[src/rtl/intc_pkg.sv]
// Shared types and constants for the eight-input interrupt controller.
package intc_pkg;

  // Handshake with the CPU: idle, request outstanding, waiting for inta to drop.
  typedef enum logic [1:0] {
    IDLE   = 2'd0,
    REQ    = 2'd1,
    WAITLO = 2'd2
  } state_t;

  // Register port addresses.
  localparam logic [1:0] ADDR_IMR  = 2'd0;
  localparam logic [1:0] ADDR_BASE = 2'd1;
  localparam logic [1:0] ADDR_IRR  = 2'd2;
  localparam logic [1:0] ADDR_ISR  = 2'd3;

  // Every source starts out masked.
  localparam logic [7:0] IMR_RST = 8'hFF;

  // One-hot mask selecting a single source.
  function automatic logic [7:0] onehot8(input logic [2:0] idx);
    return 8'h01 << idx;
  endfunction

endpackage

[src/rtl/intc_prio.sv]
// Eight-bit fixed-priority encoder; bit 0 has the highest priority.
module intc_prio (
  input  logic [7:0] req,
  output logic       valid,
  output logic [2:0] idx
);

  // Scan from the lowest priority upward so the lowest set index is the one left in idx.
  always_comb begin
    valid = |req;
    idx   = 3'd0;
    for (int i = 7; i >= 0; i--) begin
      if (req[i]) begin
        idx = i[2:0];
      end
    end
  end

endmodule

[src/rtl/intc.sv]
// Programmable interrupt controller: edge-latched requests, mask, fixed priority with
// nesting against in-service sources, and a frozen vector held until the CPU acknowledges.
module intc
  import intc_pkg::*;
(
  input  logic       clk,
  input  logic       clrn,
  input  logic [7:0] irq,
  input  logic       cfg_we,
  input  logic [1:0] cfg_addr,
  input  logic [7:0] cfg_wdata,
  output logic [7:0] cfg_rdata,
  input  logic       eoi,
  output logic       intr,
  output logic [7:0] vector,
  input  logic       inta
);

  logic [7:0] r_irq_q;
  logic [7:0] r_irr;
  logic [7:0] r_isr;
  logic [7:0] r_imr;
  logic [4:0] r_base;
  logic [7:0] r_rdata;
  state_t     r_state;
  logic       r_intr;
  logic [7:0] r_vector;
  logic [2:0] r_idx;

  logic [7:0] w_edge;
  logic [7:0] w_pend;
  logic       w_pend_valid;
  logic [2:0] w_pend_idx;
  logic       w_isr_valid;
  logic [2:0] w_isr_idx;
  logic       w_eligible;
  logic       w_ack;
  logic [7:0] w_ack_mask;
  logic [7:0] w_eoi_mask;
  logic [7:0] w_irr_nxt;
  logic [7:0] w_isr_nxt;
  logic [7:0] w_rdata_nxt;
  state_t     w_state_nxt;
  logic       w_intr_nxt;
  logic [7:0] w_vector_nxt;
  logic [2:0] w_idx_nxt;

  assign w_edge = irq & ~r_irq_q;
  assign w_pend = r_irr & ~r_imr;

  intc_prio u_prio_pend (
    .req   (w_pend),
    .valid (w_pend_valid),
    .idx   (w_pend_idx)
  );

  intc_prio u_prio_isr (
    .req   (r_isr),
    .valid (w_isr_valid),
    .idx   (w_isr_idx)
  );

  // Nesting: only sources strictly more urgent than the highest in-service one may interrupt.
  assign w_eligible = w_pend_valid && (!w_isr_valid || (w_pend_idx < w_isr_idx));

  // Handshake FSM next-state and registered-output values.
  always_comb begin
    w_state_nxt  = r_state;
    w_intr_nxt   = r_intr;
    w_vector_nxt = r_vector;
    w_idx_nxt    = r_idx;
    w_ack        = 1'b0;
    case (r_state)
      IDLE: begin
        if (w_eligible) begin
          w_idx_nxt    = w_pend_idx;
          w_vector_nxt = {r_base, w_pend_idx};
          w_intr_nxt   = 1'b1;
          w_state_nxt  = REQ;
        end
      end
      REQ: begin
        // Never retracted here, even if the source gets masked while waiting.
        if (inta) begin
          w_ack       = 1'b1;
          w_intr_nxt  = 1'b0;
          w_state_nxt = WAITLO;
        end
      end
      WAITLO: begin
        // A long inta must not acknowledge a second source.
        if (!inta) begin
          w_state_nxt = IDLE;
        end
      end
      default: begin
        w_state_nxt = IDLE;
        w_intr_nxt  = 1'b0;
      end
    endcase
  end

  // IRR/ISR update: a fresh edge beats the acknowledge clear; eoi retires before the new set.
  always_comb begin
    w_ack_mask = w_ack ? onehot8(r_idx) : 8'h00;
    w_eoi_mask = (eoi && w_isr_valid) ? onehot8(w_isr_idx) : 8'h00;
    w_irr_nxt  = (r_irr & ~w_ack_mask) | w_edge;
    w_isr_nxt  = (r_isr & ~w_eoi_mask) | w_ack_mask;
  end

  // Read mux; registered below so reads show the pre-edge register contents.
  always_comb begin
    w_rdata_nxt = 8'h00;
    case (cfg_addr)
      ADDR_IMR:  w_rdata_nxt = r_imr;
      ADDR_BASE: w_rdata_nxt = {r_base, 3'b000};
      ADDR_IRR:  w_rdata_nxt = r_irr;
      ADDR_ISR:  w_rdata_nxt = r_isr;
      default:   w_rdata_nxt = 8'h00;
    endcase
  end

  // FSM state and CPU-facing outputs.
  always_ff @(posedge clk or negedge clrn) begin
    if (!clrn) begin
      r_state  <= IDLE;
      r_intr   <= 1'b0;
      r_vector <= 8'h00;
      r_idx    <= 3'd0;
    end else begin
      r_state  <= w_state_nxt;
      r_intr   <= w_intr_nxt;
      r_vector <= w_vector_nxt;
      r_idx    <= w_idx_nxt;
    end
  end

  // Request capture and in-service tracking.
  always_ff @(posedge clk or negedge clrn) begin
    if (!clrn) begin
      r_irq_q <= 8'h00;
      r_irr   <= 8'h00;
      r_isr   <= 8'h00;
    end else begin
      r_irq_q <= irq;
      r_irr   <= w_irr_nxt;
      r_isr   <= w_isr_nxt;
    end
  end

  // Configuration registers and registered read data.
  always_ff @(posedge clk or negedge clrn) begin
    if (!clrn) begin
      r_imr   <= IMR_RST;
      r_base  <= 5'd0;
      r_rdata <= 8'h00;
    end else begin
      r_rdata <= w_rdata_nxt;
      if (cfg_we) begin
        case (cfg_addr)
          ADDR_IMR:  r_imr  <= cfg_wdata;
          ADDR_BASE: r_base <= cfg_wdata[7:3];
          default:   ;
        endcase
      end
    end
  end

  assign cfg_rdata = r_rdata;
  assign intr      = r_intr;
  assign vector    = r_vector;

endmodule

[config.mk]
export PLATFORM = sky130hd
export DESIGN_NAME = intc
export DESIGN_NICKNAME = d
export VERILOG_FILES = /design/src/rtl/intc_pkg.sv /design/src/rtl/intc_prio.sv /design/src/rtl/intc.sv
export SDC_FILE = /design/constraint.sdc
export NUM_CORES = 1
export LEC_CHECK = 0
export BUFFER_PORTS_ARGS = -buffer_cell sky130_fd_sc_hd__buf_2
export CORE_AREA = 2 2 56 110
export CTS_CLUSTER_DIAMETER = 50
export CTS_CLUSTER_SIZE = 40
export DETAILED_ROUTE_END_ITERATION = 10
export DIE_AREA = 0 0 58 112
export PLACE_DENSITY = 0.7
export SLEW_MARGIN = 25
export SYNTH_ARGS = -nofsm -noshare
export SYNTH_HDL_FRONTEND = slang
export SYNTH_HIERARCHICAL = 1
export SYNTH_SLANG_ARGS = --single-unit
[constraint.sdc]
create_clock -name clk -period 2.5 [get_ports clk]
set_input_delay 0.125 -clock clk [delete_from_list [all_inputs] [get_ports clk]]
set_output_delay 0.125 -clock clk [all_outputs]
set_load 0.03 [all_outputs]
-- Yosys cells after proc, flatten, opt, wreduce, memory -nomap -nowiden
Index checks and enable logic that the tools add are counted.
- order comparisons: 1
- eq/ne operators: 8
- shifts and indexed selects: 2
- multiplexer cells: 28
- bitwise gates (word level): 11
- reductions and logical operators: 13
- operators with widths (kind ; number):
    $mux 3 ; 16
    $and 8x8->8 ; 4
    $not 8->8 ; 4
    $pmux 8 s4 ; 1
    $mux 8 ; 2
    $or 8x8->8 ; 2
    $reduce_or 8->1 ; 2
    $shl 1x3->8 const A ; 2
    $eq 2x2->1 const B ; 3
    $mux 2 ; 3
    $ne 2x2->1 const B ; 3
    $pmux 2 s3 ; 1
    $reduce_and 2->1 ; 3
    $reduce_and 3->1 ; 2
    $eq 2x1->1 const B ; 2
    $logic_not 2->1 ; 2
    $mux 1 ; 4
    $lt 3x3->1 ; 1
    $pmux 1 s3 ; 1
    $logic_and 1x1->1 ; 2
    $logic_not 1->1 ; 1
    $logic_or 1x1->1 ; 1
    $not 1->1 ; 1
- flip-flop bits (word level): 59
- input port bits: 23
- output and inout bits: 17

-- Depth between registers and ports, before layout
- word-level depth: 15
- mapped depth: 9
- depth with buffers taken out: 9

-- Modules after synthesis
The synthesis kept the hierarchy.
- modules (own cells, without submodules) (module ; instances ; cells each ; area each (um^2) ; sequential area each (um^2)):
    intc ; 1 ; 176 ; 2298.5 ; 1411.4
    intc_prio ; 2 ; 13 ; 81.3 ; 0.0

-- Worst setup path before layout
OpenSTA, ideal clock, no wires.
- path type: reg2reg
- start: reg r_imr[4]
- end: reg r_vector[0] (netlist: vector[0])
- setup time: 125 ps
- arrival: 2231 ps
- required time: 2375 ps
- path slack: 144 ps
- stages on the path, launching flop included: 9
- buffers on the path: 0
- clock period less this slack: 2356 ps
- path through: dfstp_2 > nor2b_1 > nor4_2 > and3b_1 > ha_1 > a21oi_1 > o21ai_2 > a21oi_4 > mux2_2
- cells in the longest elaborated chain, start to end: 11
- ends and longest elaborated chain (element ; RTL line ; RTL):
    start, declared ; intc.sv:22 ; logic [7:0] r_imr;
    start signal, assigned ; intc.sv:161 ; ADDR_IMR: r_imr <= cfg_wdata;
    $not 8->8 ; intc.sv:49 ; assign w_pend = r_irr & ~r_imr;
    $and 8x8->8 ; intc.sv:49 ;
    named net w_pend[4] ; intc.sv:31 ; logic [7:0] w_pend;
    $mux 3 (5 in a row) ; intc_prio.sv:13 ; if (req[i]) begin
    named net w_pend_idx[2] ; intc.sv:33 ; logic [2:0] w_pend_idx;
    $lt 3x3->1 ; intc.sv:64 ; assign w_eligible = w_pend_valid && (!w_isr_valid || (w_pend_idx < w_isr_idx));
    $logic_or 1x1->1 ; intc.sv:64 ;
    $logic_and 1x1->1 ; intc.sv:64 ;
    $reduce_and 2->1 (no line) ; - ;
    end signal, assigned ; intc.sv:133 ; r_vector <= w_vector_nxt;
    end, declared ; intc.sv:27 ; logic [7:0] r_vector;
The timed path passes the listed nets, and every way through them passes these cells.
A chain may end at the register's enable or synchronous reset.

-- Final worst setup path
- start: reg r_imr[4]
- end: reg r_vector[6] (netlist: vector[6])
Same word-level chain as after synthesis.

==> flow_metrics.env <==
export IMPL_max_slew_margin=0.4806
export IMPL_synth_warnings=6
export IMPL_synth_edff_count=0
export IMPL_hold_viol_final=0
export IMPL_die_x_microns=58
export IMPL_r2r_end="vector[6]$_DFFE_PN0P_"
export IMPL_p_comb_frac=0.453
export IMPL_min_from="inta"
export IMPL_rsz0062_at_grt="true"
export IMPL_cts_buffer_depth=2
export IMPL_worstHoldPathCells=2
export IMPL_hp_class="input pin to flop"
export IMPL_ys_seq_area_frac=0.5735
export IMPL_critPathLaunchType="flop"
export IMPL_cp_arrival_ns=2.68
export IMPL_worstMarginPinSlew_ns=0.7756
export IMPL_n_fill_cell=489
export IMPL_die_area_sq_mm=0.006496
export IMPL_dpl_hpwl_mm=4.085
export IMPL_routed_via_density=5.425
export IMPL_wl_per_cell_microns=16.51
export IMPL_dr_pass1_iters=4
export IMPL_path_max_fanout=4
export IMPL_yosysTopAreaCellShare=0.4881
export IMPL_grtUsageTotal=0.1879
export IMPL_drt_wl_total_mm=5.399
export IMPL_power_leakage_nw=1.477
export IMPL_dp_cells=308
export IMPL_num_rows=39
export IMPL_synth_flop_cell="dfrtp_1"
export IMPL_worst_ir_drop_vdd_uv=826.0
export IMPL_initialDrtViolationCount=47
export IMPL_clk_pin_slew_ns=0.07
export IMPL_maxSlewViolCount=0
export IMPL_max_freq_mhz=401.3
export IMPL_place_ws_ns=-0.03451
export IMPL_reg2reg_slack_ns=0.008
export IMPL_cts_root_buf="clkbuf_16"
export IMPL_clkPwrFrac=0.187
export IMPL_ys_ff_latch=56
export IMPL_r2r_start="r_imr[4]$_DFFE_PN1P_"
export IMPL_grt_pass1_vias=1910
export IMPL_grt_antenna_before_repair=0
export IMPL_synth_largest_area_cell="dfrtp_1"
export IMPL_finalCritPeriodShare=0.9969
export IMPL_port_buffers=39
export IMPL_synthTopCellsByArea="dfrtp_1 (49%), mux2_2 (11%), dfstp_2 (8.5%), mux4_2 (4.6%), nand2_1 (4.0%)"
export IMPL_core_area_sq_mm=0.005660
export IMPL_crit_path_end_kind="flop"
export IMPL_cts_tree="yes"
export IMPL_place_congestion=0.8075
export IMPL_grt_pass1_wl_mm=9.025
export IMPL_synth_cell_types=30
export IMPL_synth_common_cells="dfrtp_1 (48), nand2_1 (26), mux2_2 (24), o21ai_0 (17)"
export IMPL_vias=1774
export IMPL_dieHeight_microns=112
export IMPL_multiInputGateArea_sq_mm=0.001055
export IMPL_syn_area_per_cell_sq_um=12.18
export IMPL_layout_cells_non_filler=327
export IMPL_cap_violations=0
export IMPL_seqPwrFrac=0.359
export IMPL_skew_ns=0.003029
export IMPL_fin_ws_ns=0.007793
export IMPL_rr_worst_depth=10
export IMPL_grt_start_max_net_pins=35
export IMPL_cts_htree_levels=2
export IMPL_syn_area_sq_mm=0.002461
export IMPL_setup_viol=0
export IMPL_grt_overflow=0
export IMPL_synth_most_common_cell="dfrtp_1"
export IMPL_ant_nets=0
export IMPL_powerDensity_mw_per_mm2=1211
export IMPL_placed_area_sq_mm=0.002793
export IMPL_syn_num_nets=227
export IMPL_fin_crit_ns=2.492
export IMPL_power_internal_mw=2.420
export IMPL_hold_end="r_state[0]$_DFFE_PN0P_"
export IMPL_nNetsFinal=290
export IMPL_sw_frac_of_total=0.3607
export IMPL_netlist_instances=202
export IMPL_power_switching_mw=1.365
export IMPL_area_growth_synth_to_final_pct=27.00
export IMPL_clock_latency_ns=0.30
export IMPL_drive_above_1_share=0.3910
export IMPL_drcViolationCount=0
export IMPL_pin_count=40
export IMPL_cts_sinks=56
export IMPL_status="finished, final reports clean"
export IMPL_fin_area_sq_mm=0.003126
export IMPL_postSynth_asyncResetShare=1.000
export IMPL_diodes=0
export IMPL_ff_latch_area_sq_mm=0.001411
export IMPL_initial_core_util=0.4348
export IMPL_cts_buffers=5
export IMPL_critPathKind="flop to flop"
export IMPL_cp_required_ns=2.68
==> registers in the layout, indices dropped and copies added, names as in the netlist <==
name       count
r_isr          8
intr           1
r_irr          8
cfg_rdata      8
r_imr          8
r_irq_q        8
vector         8
r_state        2
r_base         5
==> placed cells by master, fill, tap and decap left out, types with 7 or more instances in the layout <==
master,count
buf_2,39
buf_4,7
dfrtp_1,48
dfstp_2,8
dlygate4sd3_1,9
inv_1,12
mux2_2,17
mux2_4,7
nand2_1,26
nor2_1,9
nor2b_1,10
o21ai_0,17
==> power groups by stage <==
stage	clock [mW]	combinational [mW]	sequential, mW
after floorplan	0	0.766	1.54
after global placement	0	1.43	1.36
after detailed placement	0	1.46	1.37
after CTS	0.729	1.66	1.36
after global routing	0.775	1.84	1.40
final	0.710	1.72	1.36
==> metal layers <==
metal  global-route usage  wire, microns  vias up
met4               0.1147            197        0
met3              0.05226            215       15
met5                    0              0        -
met1               0.1960           2016      874
li1                     -              -      834
met2               0.3212           2969       51
==> metrics by stage <==
stage / TNS [ns] / power [mW] / hold WS [ns] / utilization
after floorplan: 0 / 2.302 / -0.1706 / -
after global placement: 0 / 2.793 / 0.2243 / 0.4934
after detailed placement: -0.2484 / 2.829 / 0.2286 / 0.4934
after CTS: -0.03761 / 3.747 / 0.04635 / 0.5458
after global routing: -0.3993 / 4.014 / 0.05799 / 0.5522
final: 0 / 3.785 / 0.05429 / 0.5522
==> kinds of logic (layout without fill, tap and decap cells) <==
logic type	count (synthesis)	after routing	synth area share
mux	29	29	0.1556
flops	56	56	0.5735
buf+inv	14	78	0.02338
fa+ha+maj	2	2	0.01017
simple gates	65	65	0.1413
compound gates	36	36	0.09609
==> timing repair <==
action / 4_1_cts / 5_1_grt
cloned: 1 / 0
hold endpoints to repair: 36 / 0
buffers inserted: 1 / 1
pin swaps: 4 / 4
gates resized for setup: 2 / 16
setup endpoints to repair: 8 / 10
hold buffers: 9 / 0
==> worst max path at each step <==
| stage | from | endpoint | cells past startpoint |
|---|---|---|---|
| after global placement | r_imr[4]$_DFFE_PN1P_ | vector[0]$_DFFE_PN0P_ | 9 |
| final | r_imr[4]$_DFFE_PN1P_ | vector[6]$_DFFE_PN0P_ | 10 |
| after detailed placement | r_imr[4]$_DFFE_PN1P_ | vector[5]$_DFFE_PN0P_ | 9 |
| after CTS | r_imr[5]$_DFFE_PN1P_ | vector[4]$_DFFE_PN0P_ | 9 |
| after global routing | r_imr[4]$_DFFE_PN1P_ | vector[4]$_DFFE_PN0P_ | 10 |
| after floorplan | r_imr[4]$_DFFE_PN1P_ | vector[0]$_DFFE_PN0P_ | 8 |
==> worst max-delay path: stages, from the launching register on <==
cell,delay (ns)
dfstp_2,0.57
nor2b_4,0.06
nor4_4,0.29
and3b_2,0.27
ha_4,0.24
a21oi_2,0.15
o21ai_2,0.09
a21oi_4,0.18
buf_6,0.13
buf_16,0.11
mux2_4,0.29
==> cell type report <==
class / instances / area share
Clock inverter: 1 / 0.002402
Sequential cell: 56 / 0.4516
Tap cell: 61 / 0.02442
Timing Repair Buffer: 58 / 0.1241
Inverter: 12 / 0.01441
Multi-Input combinational cell: 132 / 0.3375
Clock buffer: 7 / 0.04564
Power figures use the tool's default switching activity.
